--- config.mk ---
export PLATFORM = sky130hd
export DESIGN_NAME = ifetch_ctrl
export DESIGN_NICKNAME = d
export VERILOG_FILES = /design/src/rtl/ifetch_ctrl.sv
export SDC_FILE = /design/constraint.sdc
export NUM_CORES = 1
export LEC_CHECK = 0
export CORE_AREA = 2 2 218 220
export CTS_BUF_LIST = sky130_fd_sc_hd__clkbuf_8 sky130_fd_sc_hd__clkbuf_16
export DETAILED_ROUTE_END_ITERATION = 8
export DIE_AREA = 0 0 220 222
export PLACE_DENSITY_LB_ADDON = 0.1
export SLEW_MARGIN = 20
export SYNTH_ARGS = -nofsm -noshare
export SYNTH_HDL_FRONTEND = slang
export SYNTH_SLANG_ARGS = --single-unit
--- constraint.sdc ---
create_clock -name clk -period 3.1 [get_ports clk]
set_input_delay 0.62 -clock clk [delete_from_list [all_inputs] [get_ports clk]]
set_output_delay 0.62 -clock clk [all_outputs]
set_load 0.01 [all_outputs]
--- src/rtl/ifetch_ctrl.sv ---
// ifetch_ctrl: instruction-fetch controller between pc_control and decode
//   clk, rst                 clock; asynchronous active-low reset
//   pc_in / pc_next          current PC from pc_control, next PC back to it (combinational)
//   redirect_valid/_pc       taken branch/jump: flush and restart fetch at redirect_pc
//   mem_req_valid/ready/addr one read request per PC, at most one outstanding
//   mem_rsp_valid/data       exactly one response per accepted request
//   inst_valid/ready/data/pc instruction FIFO head toward decode
//   misalign_err             sticky misaligned-PC flag
// Optional feature: define IFETCH_MISALIGN_CHK_EN to refuse to fetch a PC with pc[1:0] != 0;
// fetch then parks until a redirect. Without it misalign_err stays 0.
module ifetch_ctrl #(
  parameter int XLEN   = 32,
  parameter int QDEPTH = 4
) (
  input  logic            clk,
  input  logic            rst,
  input  logic [XLEN-1:0] pc_in,
  output logic [XLEN-1:0] pc_next,
  input  logic            redirect_valid,
  input  logic [XLEN-1:0] redirect_pc,
  output logic            mem_req_valid,
  input  logic            mem_req_ready,
  output logic [XLEN-1:0] mem_req_addr,
  input  logic            mem_rsp_valid,
  input  logic [XLEN-1:0] mem_rsp_data,
  output logic            inst_valid,
  input  logic            inst_ready,
  output logic [XLEN-1:0] inst_data,
  output logic [XLEN-1:0] inst_pc,
  output logic            misalign_err
);
  localparam int AW = $clog2(QDEPTH);
  localparam int CW = AW + 1;
  localparam logic [CW-1:0] FULL = CW'(QDEPTH);
  typedef enum logic [1:0] {S_IDLE, S_REQ, S_WAIT, S_DROP} state_t;
  state_t          state_q, state_d;
  logic [XLEN-1:0] req_pc_q, req_pc_d;
  logic [XLEN-1:0] data_q [QDEPTH];
  logic [XLEN-1:0] pcs_q [QDEPTH];
  logic [AW-1:0]   rd_q, rd_d, wr_q, wr_d;
  logic [CW-1:0]   cnt_q, cnt_d, cnt_nx;
  logic            err_q, err_d;
  logic            bad_pc, fire, push, pop;
`ifdef IFETCH_MISALIGN_CHK_EN
  assign bad_pc = |pc_in[1:0];
`else
  assign bad_pc = 1'b0;
`endif
  assign mem_req_valid = state_q == S_REQ && !bad_pc;
  assign mem_req_addr  = pc_in;
  assign fire          = mem_req_valid && mem_req_ready;
  assign inst_valid    = cnt_q != '0;
  assign inst_data     = data_q[rd_q];
  assign inst_pc       = pcs_q[rd_q];
  assign misalign_err  = err_q;
  assign pop           = inst_valid && inst_ready;
  // A response arriving with a redirect belongs to the flushed stream.
  assign push          = state_q == S_WAIT && mem_rsp_valid && !redirect_valid;
  assign pc_next       = redirect_valid ? redirect_pc : fire ? pc_in + XLEN'(4) : pc_in;
  always_comb begin
    cnt_nx   = cnt_q + CW'(push) - CW'(pop);
    cnt_d    = redirect_valid ? '0 : cnt_nx;
    rd_d     = redirect_valid ? '0 : rd_q + AW'(pop);
    wr_d     = redirect_valid ? '0 : wr_q + AW'(push);
    req_pc_d = fire ? pc_in : req_pc_q;
    err_d    = redirect_valid ? 1'b0 : (state_q == S_REQ && bad_pc) ? 1'b1 : err_q;
    state_d  = state_q;
    // Redirect: a request still in flight must have its response swallowed in S_DROP;
    // if that response lands in the redirect cycle itself there is nothing left to wait for.
    if (redirect_valid)
      state_d = (fire || ((state_q == S_WAIT || state_q == S_DROP) && !mem_rsp_valid)) ? S_DROP : S_IDLE;
    else
      case (state_q)
        S_IDLE:  state_d = (!err_q && cnt_q < FULL) ? S_REQ : S_IDLE;
        S_REQ:   state_d = fire ? S_WAIT : bad_pc ? S_IDLE : S_REQ;
        S_WAIT:  state_d = !mem_rsp_valid ? S_WAIT : (cnt_nx < FULL) ? S_REQ : S_IDLE;
        default: state_d = mem_rsp_valid ? S_IDLE : S_DROP;
      endcase
  end
  always_ff @(posedge clk or negedge rst) begin
    if (!rst) begin
      state_q  <= S_IDLE;
      req_pc_q <= '0;
      rd_q     <= '0;
      wr_q     <= '0;
      cnt_q    <= '0;
      err_q    <= 1'b0;
      for (int i = 0; i < QDEPTH; i++) begin
        data_q[i] <= '0;
        pcs_q[i]  <= '0;
      end
    end else begin
      state_q  <= state_d;
      req_pc_q <= req_pc_d;
      rd_q     <= rd_d;
      wr_q     <= wr_d;
      cnt_q    <= cnt_d;
      err_q    <= err_d;
      if (push) begin
        data_q[wr_q] <= mem_rsp_data;
        pcs_q[wr_q]  <= req_pc_q;
      end
    end
  end
endmodule
# Yosys cells after proc, flatten, opt, wreduce, memory -nomap -nowiden
# Index checks and enable logic that the tools add are counted.
[word_totals]
reg_bits = 297
latch_bits = 0
mem_bits_rw = 0
rom_bits = 0
input_bits = 102
output_inout_bits = 131
n_memories = 0
[op_classes]
addsub = 5
mul = 0
div = 0
n_lt_le_gt_ge = 5
n_eq_ne = 3
n_shift = 0
mux = 23
bitwise_logic = 2
reduce_logical = 12
[ops]
columns = ["operator", "count"]
rows = [
  ["$bwmux W128", 2],
  ["$mux W32", 7],
  ["$bmux W32 S2", 2],
  ["$demux W32 S2", 1],
  ["$add A32 B3 Y32 const B", 1],
  ["$mux W2", 7],
  ["$ge A3 B3 Y1 const B", 2],
  ["$logic_and A1 B1 Y1", 6],
  ["$lt A3 B3 Y1 const B", 2],
  ["$not A2 Y3", 2],
  ["$pmux W2 S3", 1],
  ["$add A2 B1 Y2", 2],
  ["$eq A2 B2 Y1 const B", 2],
  ["$add A3 B1 Y3", 1],
  ["$lt A3 B1 Y1 const B", 1],
  ["$mux W3", 1],
  ["$reduce_bool A3 Y1", 1],
  ["$sub A3 B1 Y3", 1],
  ["$eq A2 B1 Y1 const B", 1],
  ["$logic_not A1 Y1", 2],
  ["$logic_not A2 Y1", 1],
  ["$logic_or A1 B1 Y1", 2],
  ["$mux W1", 2],
]

# Logic depth before layout (Yosys ltp)
[logic_depth]
depth_word = 10
mapped_depth = 14
ltp_nobuf = 12

# Worst setup path after synthesis
# No wires, ideal clock.
[synth_path]
kind = "in2out"
startpoint = "input pc_in[2]"
endpoint = "output pc_next[28]"
arrival_time_ns = 1.978
t_required_ns = 2.480
setup_slack_ns = 0.502
cell_stages = 6
cell_sequence = "ha_1 -> nand4b_1 -> nor4_4 -> nand4_1 -> xor2_1 -> o21ai_0"
[synth_between]
elab_chain_len = 3
[synth_rtl]
columns = ["element", "line", "text"]
rows = [
  ["from (decl)", "17", "input logic [XLEN-1:0] pc_in,"],
  ["$add A32 B3 Y32", "59", "assign pc_next = redirect_valid ? redirect_pc : fire ? pc_in + XLEN'(4) : pc_in;"],
  ["$mux W32 (2 in series)", "59", ""],
  ["to (decl)", "18", "output logic [XLEN-1:0] pc_next,"],
]
# No other way between the ends.

# Worst setup path in the final report
[layout_path]
startpoint = "register state_q[1]"
endpoint = "output pc_next[31]"
[layout_between]
elab_chain_len = 4
[layout_rtl]
columns = ["element", "line", "text"]
rows = [
  ["from (decl)", "36", "state_t state_q, state_d;"],
  ["from (signal assigned)", "93", "state_q <= state_d;"],
  ["$eq A2 B1 Y1", "49", "assign mem_req_valid = state_q == S_REQ && !bad_pc;"],
  ["$logic_and A1 B1 Y1", "51", "assign fire = mem_req_valid && mem_req_ready;"],
  ["$mux W32 (2 in series)", "59", ""],
]
# No other way between the ends.

==> flow_summary_export.csv <==
group,metric,value,unit
route,vias,8673,
worst_setup_path,crit_path_end_kind,"output port",
finish,final_core_utilization,40.1,%
yosys,postSynthCellCount,930,
clocking,cts-htree-levels,2,
timing,timing_worst_slew_pin_value,0.674,ns
finish,final_layout_size_suffix_gt1_share,42.3,%
finish,mostFrequentLayoutCell,"dfrtp_1",
clocking,cts_made_buffers,37,
grt,grt_start_max_net_pins,72,
yosys,postSynthNetCount,1038,
worst_setup_path,critPathKind,"flip-flop to output port",
pwr,finalPower,14.1,mW
timing,slew-limit-headroom,55.0,%
yosys,synth_async_sr_flop_share,100,%
worst_setup_path,critical-path-max-stage-delay,0.42,ns
timing,drv_slew,0,
yosys,yosysWarningCount,0,
floorplanning,start_util,29.9,%
worst_setup_path,critPathMaxFanout,4,
clocking,tritoncts_num_sinks,297,
grt,globalRouteOverflowTotal,0,
grt,first_global_vias,9456,
floorplanning,dieArea,48800,um2
route,drcViolationCount,0,
clocking,cts_tree,"yes",
timing,setup_viol_count_final,0,
route,routed_wire_length_per_instance,20.3,um
worst_setup_path,critical-path-top-delay-family,"simple AND/OR/NAND/NOR gates",
yosys,fraction_of_synthesized_cell_area_in_xor_and_xnor_cells,2.09,%
finish,most-common-layout-cells,"dfrtp_1 (295), mux2_2 (268), clkdlybuf4s50_1 (183), buf_4 (81), mux4_2 (64)",
timing,skew,0.0244,ns
placed_design,buffer_ports.inserted,231,
route,route.detailed.vias_per_inst,4.70,
yosys,synth_area,13800,um2
timing,rsz0062_at_grt,"yes",
worst_setup_path,cp.arrival,2.41,ns
yosys,synth_unique_cells,41,
clocking,ctsRootBufferMaster,"clkbuf_16",
pwr,power-per-cell-area,759,nW/um2
finish,diodes,0,
worst_setup_path,path_buf_inv,3,
timing,post-route-worst-setup-slack,0.0747,ns
yosys,synth-compound-area-share,1.24,%
clocking,clock_insertion_delay_worst_skew,0.54,ns
floorplanning,num_rows,79,
grt,antenna_found_initial,0,
yosys,synth_simple_gate_area_share,4.20,%
worst_setup_path,critical_path.startpoint_type,"flip-flop",
pwr,p_leak,8.51,nW
route,firstDrtPassIters,4,
worst_hold_path,timing.hold.worst.class,"input pin to async pin",
yosys,ys_dominant_reg_cell,"dfrtp_1",
grt,grt.total_usage,15.7,%
yosys,yosys.area_share.adder,0.597,%
timing,report.final.hold_viol_count,0,
placed_design,placement.setup.worst_slack,-0.970,ns
floorplanning,ioPinCount,233,
floorplanning,chipHeight,222,um
yosys,synth_enable_flop_cells,0,
placed_design,detailedPlacementHpwl,24.9,mm
worst_setup_path,worstPathRequired,2.48,ns
timing,period_needed,3.03,ns
yosys,yosys_register_bits,297,
clocking,clock_pin_slew_of_the_registers_on_the_worst_case_setup_and_hold_paths,0.05,ns
placed_design,gpl.final_weighted_congestion,0.745,
route,totalWireLength,37.5,mm
timing,hold_ws,0.0733,ns
floorplanning,floorplan.die.width,220,um
worst_setup_path,worstPathCellList,"nand3b_1 -> nor3_2 -> buf_4 -> buf_6 -> nand4_1 -> or4_1 -> nand3_1 -> buf_2",
yosys,synth_area_per_cell,14.9,um2
route,iteration_0_drc_markers,349,
status,run_status,"complete, no violations",
yosys,synth_top_family_by_area,"multiplexers",
finish,layout-area-overhead-vs-synth,34.2,%
timing,layout_worst_path_cycle_share,97.6,%
pwr,worst_ir_drop_vdd,0.364,mV
yosys,synth_mux_area_share,34.0,%
floorplanning,core_area,46300,um2
run,max_cap_violations,0,
finish,nNetsFinal,1323,
route,post_route_ant_nets,0,
worst_setup_path,critical-path-slowest-cell,"or4_1",
timing,finalSetupTns,0,ns
clocking,number_of_hold_buffers_added_after_cts,0,
timing,achievable-frequency,331,MHz
yosys,sequential_share_of_the_synthesized_area,53.8,%
clocking,cts-root-to-sink-buffers,3,
grt,grt_pass1_wl,58.2,mm
-- final cells by class --
type | instances | area, um2
clock buffer | 46 | 1070
clock inverter | 16 | 120
inverter | 5 | 18.8
tap | 607 | 759
fill | 4394 | 27700
sequential | 297 | 7440
multi-input combinational | 541 | 5930
timing repair buffer | 333 | 3210
-- worst reg2reg max path: stages (launching register included) --
cell and delay, ns:
dfrtp_1 0.41, or3_1 0.43, and2_1 0.21, ha_1 0.27, inv_1 0.06, ha_1 0.13
inv_1 0.05, fa_1 0.37, xor2_1 0.16, xnor2_1 0.15, nand2_1 0.11, o221ai_1 0.14
-- path summary, 6_finish.rpt --
path                                             from                       to  slack (ns)  depth (start not counted)
min in group clk                pcs_q[96]$_DFFE_PN0P_    pcs_q[96]$_DFFE_PN0P_        0.48                          1
worst min-delay path                              rst  data_q[120]$_DFFE_PN0P_        0.07                          1
worst max-delay path             state_q[1]$_DFF_PN0_              pc_next[31]        0.07                          8
max in group asynchronous                         rst    pcs_q[99]$_DFFE_PN0P_        2.14                          3
worst max register to register     cnt_q[2]$_DFF_PN0_     state_q[0]$_DFF_PN0_        0.48                         11
worst min register to register  pcs_q[96]$_DFFE_PN0P_    pcs_q[96]$_DFFE_PN0P_        0.48                          1
-- routing by layer --
metal  vias to the layer above  share of wire (%)  global-route usage, %
met5                         -                  0                      0
met4                         0                1.6                   4.18
met3                        41                5.6                   3.84
met2                       212                 47                   25.4
met1                      4490                 46                   21.1
li1                       3930                  -                      -
-- synthesized netlist by cell type, types with 2 or more instances --
| master | number | share of area [%] |
|---|---|---|
| nor2b_1 | 5 | 0.23 |
| nand3b_1 | 2 | 0.11 |
| nand4_1 | 15 | 0.68 |
| nand2_1 | 44 | 1.2 |
| mux4_2 | 64 | 10 |
| and2_1 | 2 | 0.090 |
| mux2_2 | 268 | 22 |
| xor2_1 | 22 | 1.4 |
| inv_1 | 4 | 0.11 |
| buf_6 | 7 | 0.57 |
| buf_1 | 8 | 0.22 |
| clkbuf_1 | 10 | 0.27 |
| o21ai_0 | 30 | 1.1 |
| and3_1 | 2 | 0.090 |
| mux2_1 | 21 | 1.7 |
| xnor2_1 | 11 | 0.70 |
| dfrtp_1 | 297 | 54 |
| ha_1 | 5 | 0.45 |
| nor3_1 | 5 | 0.18 |
| nor2_1 | 14 | 0.38 |
| nand3_1 | 13 | 0.47 |
| nor4_1 | 2 | 0.090 |
| buf_4 | 34 | 1.8 |
| buf_2 | 28 | 1.0 |
-- through the flow --
step,cells,area [um2]
2_1_floorplan,930,13800
3_3_place_gp,1775,17300
3_5_place_dp,1775,17300
4_1_cts,1845,18500
5_1_grt,1845,18600
6_report,1845,18600
-- sequential cells by signal (all words and copies together), names as in the netlist --
register,count
cnt_q,3
state_q,2
pcs_q,128
req_pc_q,32
rd_q,2
wr_q,2
data_q,128
-- what timing repair did --
action                                  CTS  global route
buffers inserted                         10             1
endpoints found under the setup margin   86            23
gates resized for setup                  89            31
pin swaps                                10             5
-- report_power, final --
| group | switching [mW] | internal [mW] | total (mW) |
|---|---|---|---|
| logic | 1.79 | 2.78 | 4.57 |
| registers | 0.606 | 4.70 | 5.30 |
| clock network | 1.62 | 2.59 | 4.20 |
-- logic make-up after synthesis --
kind of cell,Yosys count
muxes,354
DFF,297
and+or+nand+nor,114
buffers and inverters,92
AOI/OAI and AO/OA,33
xor gates and xnor gates,33
adders and majority gates,6
other,1
(Power assumes the default switching activity.)
